===== config.mk =====
export PLATFORM = sky130hd
export DESIGN_NAME = hazard_ctrl
export DESIGN_NICKNAME = d
export VERILOG_FILES = /design/src/rtl/hazard_ctrl.sv
export SDC_FILE = /design/constraint.sdc
export NUM_CORES = 1
export LEC_CHECK = 0
export ABC_AREA = 1
export ABC_CLOCK_PERIOD_IN_PS = 3900
export BUFFER_PORTS_ARGS = -buffer_cell sky130_fd_sc_hd__buf_2
export CAP_MARGIN = 25
export CORE_MARGIN = 2
export CORE_UTILIZATION = 41
export CTS_CLUSTER_DIAMETER = 60
export CTS_CLUSTER_SIZE = 25
export DETAILED_ROUTE_END_ITERATION = 8
export PLACE_DENSITY = 0.87
export SYNTH_ARGS = -nofsm -noshare
export SYNTH_HDL_FRONTEND = slang
export SYNTH_SLANG_ARGS = --single-unit

===== constraint.sdc =====
create_clock -name clk -period 3.9 [get_ports clk]
set_clock_uncertainty 0.05 [all_clocks]
set_input_delay 0.195 -clock clk [delete_from_list [all_inputs] [get_ports clk]]
set_output_delay 0.195 -clock clk [all_outputs]
set_load 0.01 [all_outputs]

===== src/rtl/hazard_ctrl.sv =====
// Pipeline hazard controller: freeze on pending memory access, multi-cycle mul/div hold,
// branch flush and load-use interlock. Define HAZARD_PERF_EN to build the stall/flush counters.
module hazard_ctrl #(
  parameter int RF_AWIDTH = 5
) (
  input  logic                 clk,
  input  logic                 rst,
  input  logic [RF_AWIDTH-1:0] rs1_addr_id,
  input  logic [RF_AWIDTH-1:0] rs2_addr_id,
  input  logic                 rs1_used_id,
  input  logic                 rs2_used_id,
  input  logic                 dmem_rd_ex,
  input  logic                 regfile_wen_ex,
  input  logic [RF_AWIDTH-1:0] rd_addr_ex,
  input  logic                 dmem_rd_dm,
  input  logic                 regfile_wen_dm,
  input  logic [RF_AWIDTH-1:0] rd_addr_dm,
  input  logic                 branch_taken_ex,
  input  logic                 md_start_ex,
  input  logic                 md_done,
  input  logic                 dmem_req_dm,
  input  logic                 dmem_ack,
  output logic                 stall_if,
  output logic                 stall_id,
  output logic                 stall_ex,
  output logic                 stall_dm,
  output logic                 flush_id,
  output logic                 flush_ex,
  output logic                 bubble_dm,
  output logic                 pc_redirect,
  output logic [1:0]           ctrl_state,
  output logic [31:0]          stall_cnt,
  output logic [31:0]          flush_cnt
);

  typedef enum logic [1:0] {
    ST_RUN     = 2'b00,
    ST_MDWAIT  = 2'b01,
    ST_MEMWAIT = 2'b10,
    ST_RSVD    = 2'b11
  } state_t;

  state_t state_q, state_d;
  state_t ret_q, ret_d;
  state_t eff_state;
  logic   md_done_q, md_done_d;
  logic   freeze;
  logic   ex_load, dm_load;
  logic   ex_hit, dm_hit, load_use;

  assign freeze = dmem_req_dm & ~dmem_ack;

  // A load can only cause a hazard if it really writes a non-zero register.
  assign ex_load = dmem_rd_ex & regfile_wen_ex & (|rd_addr_ex);
  assign dm_load = dmem_rd_dm & regfile_wen_dm & (|rd_addr_dm);

  assign ex_hit = ex_load & ((rs1_used_id & (rs1_addr_id == rd_addr_ex)) |
                             (rs2_used_id & (rs2_addr_id == rd_addr_ex)));
  assign dm_hit = dm_load & ((rs1_used_id & (rs1_addr_id == rd_addr_dm)) |
                             (rs2_used_id & (rs2_addr_id == rd_addr_dm)));
  assign load_use = ex_hit | dm_hit;

  // Once the memory freeze lifts, behave exactly as the interrupted state would.
  always_comb begin
    unique case (state_q)
      ST_MDWAIT:  eff_state = ST_MDWAIT;
      ST_MEMWAIT: eff_state = (ret_q == ST_MDWAIT) ? ST_MDWAIT : ST_RUN;
      default:    eff_state = ST_RUN;
    endcase
  end

  always_comb begin
    // NOTE: every signal gets a default first so no path can infer a latch.
    state_d     = state_q;
    ret_d       = ret_q;
    md_done_d   = md_done_q;
    stall_if    = 1'b0;
    stall_id    = 1'b0;
    stall_ex    = 1'b0;
    stall_dm    = 1'b0;
    flush_id    = 1'b0;
    flush_ex    = 1'b0;
    bubble_dm   = 1'b0;
    pc_redirect = 1'b0;

    if (freeze) begin
      stall_if = 1'b1;
      stall_id = 1'b1;
      stall_ex = 1'b1;
      stall_dm = 1'b1;
      state_d  = ST_MEMWAIT;
      if (state_q != ST_MEMWAIT) ret_d = eff_state;
      if (md_done) md_done_d = 1'b1;
    end else if (eff_state == ST_MDWAIT) begin
      if (md_done || md_done_q) begin
        state_d   = ST_RUN;
        md_done_d = 1'b0;
      end else begin
        stall_if  = 1'b1;
        stall_id  = 1'b1;
        stall_ex  = 1'b1;
        bubble_dm = 1'b1;
        state_d   = ST_MDWAIT;
      end
    end else begin
      state_d   = ST_RUN;
      md_done_d = 1'b0;
      if (branch_taken_ex) begin
        pc_redirect = 1'b1;
        flush_id    = 1'b1;
        flush_ex    = 1'b1;
      end else if (md_start_ex) begin
        stall_if  = 1'b1;
        stall_id  = 1'b1;
        stall_ex  = 1'b1;
        bubble_dm = 1'b1;
        state_d   = ST_MDWAIT;
      end else if (load_use) begin
        stall_if = 1'b1;
        stall_id = 1'b1;
        flush_ex = 1'b1;
      end
    end

    // Control outputs are silenced for the whole time reset is held.
    if (rst) begin
      stall_if    = 1'b0;
      stall_id    = 1'b0;
      stall_ex    = 1'b0;
      stall_dm    = 1'b0;
      flush_id    = 1'b0;
      flush_ex    = 1'b0;
      bubble_dm   = 1'b0;
      pc_redirect = 1'b0;
    end
  end

  // NOTE: asynchronous reset in the sensitivity list; state uses non-blocking assignments only.
  always_ff @(posedge clk or posedge rst) begin
    if (rst) begin
      state_q   <= ST_RUN;
      ret_q     <= ST_RUN;
      md_done_q <= 1'b0;
    end else begin
      state_q   <= state_d;
      ret_q     <= ret_d;
      md_done_q <= md_done_d;
    end
  end

  assign ctrl_state = state_q;

`ifdef HAZARD_PERF_EN
  logic [31:0] stall_cnt_q, flush_cnt_q;

  always_ff @(posedge clk or posedge rst) begin
    if (rst) begin
      stall_cnt_q <= '0;
      flush_cnt_q <= '0;
    end else begin
      if (stall_if && (stall_cnt_q != 32'hFFFF_FFFF)) stall_cnt_q <= stall_cnt_q + 32'd1;
      if (pc_redirect && (flush_cnt_q != 32'hFFFF_FFFF)) flush_cnt_q <= flush_cnt_q + 32'd1;
    end
  end

  assign stall_cnt = stall_cnt_q;
  assign flush_cnt = flush_cnt_q;
`else
  assign stall_cnt = 32'd0;
  assign flush_cnt = 32'd0;
`endif

endmodule


======== Yosys cells after proc, flatten, opt, wreduce, memory -nomap -nowiden ========
Cells that the tools add are included.
storage, ports and cells
  register bits after elaboration ......... 5
  logic and storage cells ................. 70
cells by class
  equal/unequal tests ..................... 11
  multiplexer cells ....................... 36
  bitwise gates (word level) .............. 15
  reductions and logical operators ........ 5
operators with widths
  cell                                                                    count
  1-bit 2-to-1 mux                                                        33
  5-bit equality test                                                     4
  1-bit bitwise AND                                                       11
  5-bit OR reduction                                                      2
  2-bit by 1-bit equality test with 1-bit output (second input constant)  3
  2-bit 2-to-1 mux                                                        2
  2-bit != test (second input constant)                                   2
  2-bit AND reduction                                                     2
  3-bit by 2-bit != test with 1-bit output (second input constant)        1
  1-bit OR                                                                3
  2-bit equality test (second input constant)                             1
  1-bit case mux with 2 select lines                                      1
  1-bit logical OR                                                        1
  1-bit inverter                                                          1

======== Logic depth before layout (Yosys ltp) ========
  depth in word-level cells ............... 11
  gate-level depth with buffers ........... 11
  gate-level depth less buffers ........... 10

======== Worst setup path before layout ========
Ideal clock, no wire load.
  kind .................................... reg-to-output
  start point ............................. register state_q[0], in the netlist ctrl_state[0]
  end point ............................... output port stall_if
  arrival time ............................ 1414 ps
  setup slack ............................. 2241 ps
  cell stages (with the launch flop) ...... 10
  path buffers ............................ 1
  path through ............................ dfrtp_1 > inv_1 > ha_1 > inv_1 > nand2_1 > nand2_1 > o21ai_2 > o21ai_1 > nand2_1 > buf_4
between the ends
  cells in the longest elaborated chain, start to end .. 6
  elaborated cells between the ends (all ways) .. 7
ends and longest elaborated chain
  item                                                                                          line  text
  start, declared                                                                               43    state_t state_q, state_d;
  start signal, assigned                                                                        145   state_q <= state_d;
  2-bit equality test / 2-bit by 1-bit equality test with 1-bit output (equally long branches)  65    unique case (state_q)
  1-bit case mux with 2 select lines *                                                          65
  2-bit by 1-bit equality test with 1-bit output *                                              94    end else if (eff_state == ST_MDWAIT) begin
  1-bit 2-to-1 mux * (3 in series)                                                              --
  end, declared                                                                                 23    output logic stall_if,
Mark *: on every way between the ends. The rest lies on a longest branch, timed or not.

======== Worst setup path after layout ========
  start point ............................. register state_q[0], in the netlist ctrl_state[0]
  end point ............................... output port stall_if
between the ends
  cells in the longest elaborated chain, start to end .. 6
  elaborated cells between the ends (all ways) .. 7
ends and longest elaborated chain
  item                                                                                          line  text
  2-bit equality test / 2-bit by 1-bit equality test with 1-bit output (equally long branches)  65
  1-bit case mux with 2 select lines *                                                          65
  2-bit by 1-bit equality test with 1-bit output *                                              94
  1-bit 2-to-1 mux *                                                                            94
  1-bit 2-to-1 mux *                                                                            86    if (freeze) begin
  1-bit 2-to-1 mux *                                                                            126   if (rst) begin
Marked as above.

==> results.yml <==
power_and_ir_drop:
  vdd_ir_drop_max_mv: 0.08486
  p_per_area_nw_per_um2: 172.7
  switching_share_pct: 45.05
  pwr-share-seq_pct: 22.6
  comb_power_share_pct: 53.8
  p_sw_uw: 94.62
  clock_power_share_pct: 23.6
  cellInternalPower_uw: 115.4
  p_leak_uw: 0.0009085
  p_total_uw: 210.0
global_route:
  antenna_found_initial: 0
  grt_pass1_vias: 858
  grtUsageTotal_pct: 12.44
  grt_pass1_wl_mm: 3.394
  overflow: 0
  grt_max_degree: 7
die:
  rows: 19
  die_y_microns: 57.96
  num_io_pins: 107
  die_x_microns: 57.96
  initial_core_util_pct: 43.28
  die_area_sq_um: 3359
  core_sq_um: 2758
worst_setup_path:
  critPathArrivalTime_ns: 1.63
  cp-start-kind: "flop"
  endpoint_kind: "primary output"
  criticalPathCategory: "flop to primary output"
  crit_path_max_incr_delay_ns: 0.37
  cpMaxStageDelayCell: "dfrtp_1"
  cp.required_ns: 3.65
  cpMostUsedCell: "nand2_1"
  crit_path_max_fanout: 3
  path_cells: "inv_1 > ha_1 > inv_1 > nand2_1 > nand2_1 > o21ai_2 > o21ai_1 > nand2_1 > buf_2"
synth:
  synth_seq_cells: 4
  yosys.area.top_type: "buf_4"
  synth-seq-area-share_pct: 8.386
  yosysTopAreaCellShare_pct: 41.51
  avgSynthCellArea_sq_um: 5.526
  synthCells: 216
  synthesis.area_sq_um: 1194
  yosysWarnings: 0
  ys_top_cells_by_area: "buf_4 42%, nand2_1 21%, inv_1 9.1%"
  synthDistinctLibCells: 16
clocking:
  numClockSinks: 4
  cts_buffer_depth: 2
  root_buffer: "clkbuf_4"
  htreeDepth: 1
  cts_buffers: 3
  cts_resized: 0
  clk_latency_ns: 0.23
  cts_tree: "yes"
  path_clk_slew_ns: 0.04
timing:
  setup_violations: 0
  min_period_over_period_pct: 48.20
  holdWs_ns: 0.09479
  report.final.slew_viol_count: 0
  period_minus_slack_ns: 1.880
  rsz0062_at_grt: "no"
  fin_ws_ns: 2.020
  finalSetupTns_ns: 0
  max_freq_ghz: 0.5320
  hold_viol_final: 0
detailed_routing:
  wl_per_cell_microns: 7.555
  ant_nets: 0
  finalWirelength_mm: 2.191
  post_drt_via_cell_ratio: 3.845
  drt_iter0_markers: 36
  first_pass_iters: 4
  drcViolationCount: 0
  vias: 1115
placed_design:
  dp_slack_ns: 2.266
  hpwl_mm: 1.982
  gp_congestion: 0.8769
  portBuffers: 42
  place_area_sq_um: 1184
worst_hold_path:
  hp-class: "input port to flop"
final_layout:
  area_growth_pct: 1.887
  final_cell_area_sq_um: 1216
  antennaDiodeCount: 0
  fin_nets: 296
  drive_gt1_share_pct: 20.08
run_status:
  status: "finished, final reports clean"
job:
  cap_violations: 0
[through the flow]
step	util (%)	std cells
5_1_grt	44.10	290
6_report	44.10	290
4_1_cts	44.10	290
2_1_floorplan	-	279
3_3_place_gp	42.92	286
3_5_place_dp	42.92	286
[critical path, delay by kind of cell, from the launching register on]
kind / cells / cell delay, ns
adders and majority gates: 1 / 0.29
buffers and inverters: 3 / 0.28
and+or+nand+nor: 3 / 0.27
DFF: 1 / 0.37
AOI/OAI and AO/OA: 2 / 0.21
[repair_timing]
| item | 4_1_cts | 5_1_grt |
|---|---|---|
| hold buffers | 1 | 0 |
| hold endpoints to repair | 4 | 0 |
| setup buffers | 0 | 0 |
[synthesized netlist by cell type]
library cell and count:
o21ai_1 1, dfrtp_1 4, o21ai_0 1, o21ai_2 1, nor2_2 2, nand4_1 2
inv_1 29, buf_4 66, nor2_1 25, inv_2 4, nand3_1 8, nor3_1 1
nand2_1 68, o21a_1 1, conb_1 1, ha_1 2
[worst paths after layout]
kind,start,end,slack [ns],cells past startpoint
worst max-delay path,ctrl_state[0],stall_if,2.02,9
worst min-delay path,dmem_ack,ctrl_state[1],0.09,2
worst max register to register,ctrl_state[0],ctrl_state[0],2.54,8
worst min register to register,ret_q[0],ret_q[0],0.44,1
max in group asynchronous,rst,md_done_q,3.21,3
min in group asynchronous,rst,ctrl_state[1],0.41,3
[cell families (layout without fill, tap and decap cells)]
kind of cell	after synthesis	count (layout)	share of synthesized area, %
other cells	1	64	0.3142
flops	4	4	8.386
simple gates	106	106	35.11
compound gates	4	4	2.201
buf+inv	99	79	51.89
fa+ha+maj	2	2	2.096
[metal layers]
layer / part of all wire, % / vias up / GRT usage [%] / wire, microns
li1: - / 593 / - / -
met1: 43 / 451 / 16.76 / 948
met2: 46 / 69 / 21.10 / 1005
met3: 9.9 / 2 / 0.8929 / 218
met4: 0.87 / 0 / 3.987 / 19
met5: 0 / - / 0 / 0
[cells in the final DEF (no fill, tap or decap), types with 2 or more instances in the layout]
| cell type | Yosys | routed |
|---|---|---|
| inv_1 | 29 | 29 |
| nand2_1 | 68 | 68 |
| nand4_1 | 2 | 2 |
| ha_1 | 2 | 2 |
| nor2_2 | 2 | 2 |
| nand3_1 | 8 | 8 |
| nor2_1 | 25 | 25 |
| clkbuf_4 | 0 | 3 |
| buf_2 | 0 | 42 |
| conb_1 | 1 | 64 |
| dfrtp_1 | 4 | 4 |
| inv_2 | 4 | 4 |
[sequential cells by signal (all words and copies together), names as in the netlist]
register    flops
ret_q           1
ctrl_state      2
md_done_q       1
[cell type report]
class | instances | area, sq um
Sequential cell | 4 | 100.1
Multi-Input combinational cell | 176 | 710.7
Clock buffer | 3 | 22.52
Timing Repair Buffer | 43 | 220.2
Inverter | 33 | 123.9
Tap cell | 31 | 38.79
Fill cell | 315 | 1541
[power groups by stage]
stage | combinational (uW) | clock [uW] | sequential [uW]
floorplan | 123 | 0 | 48.3
global placement | 109 | 0 | 47.6
detailed placement | 111 | 0 | 47.9
CTS | 112 | 51.2 | 47.4
global route | 129 | 55.7 | 48.0
finish | 113 | 49.6 | 47.5
(Power assumes the default switching activity.)
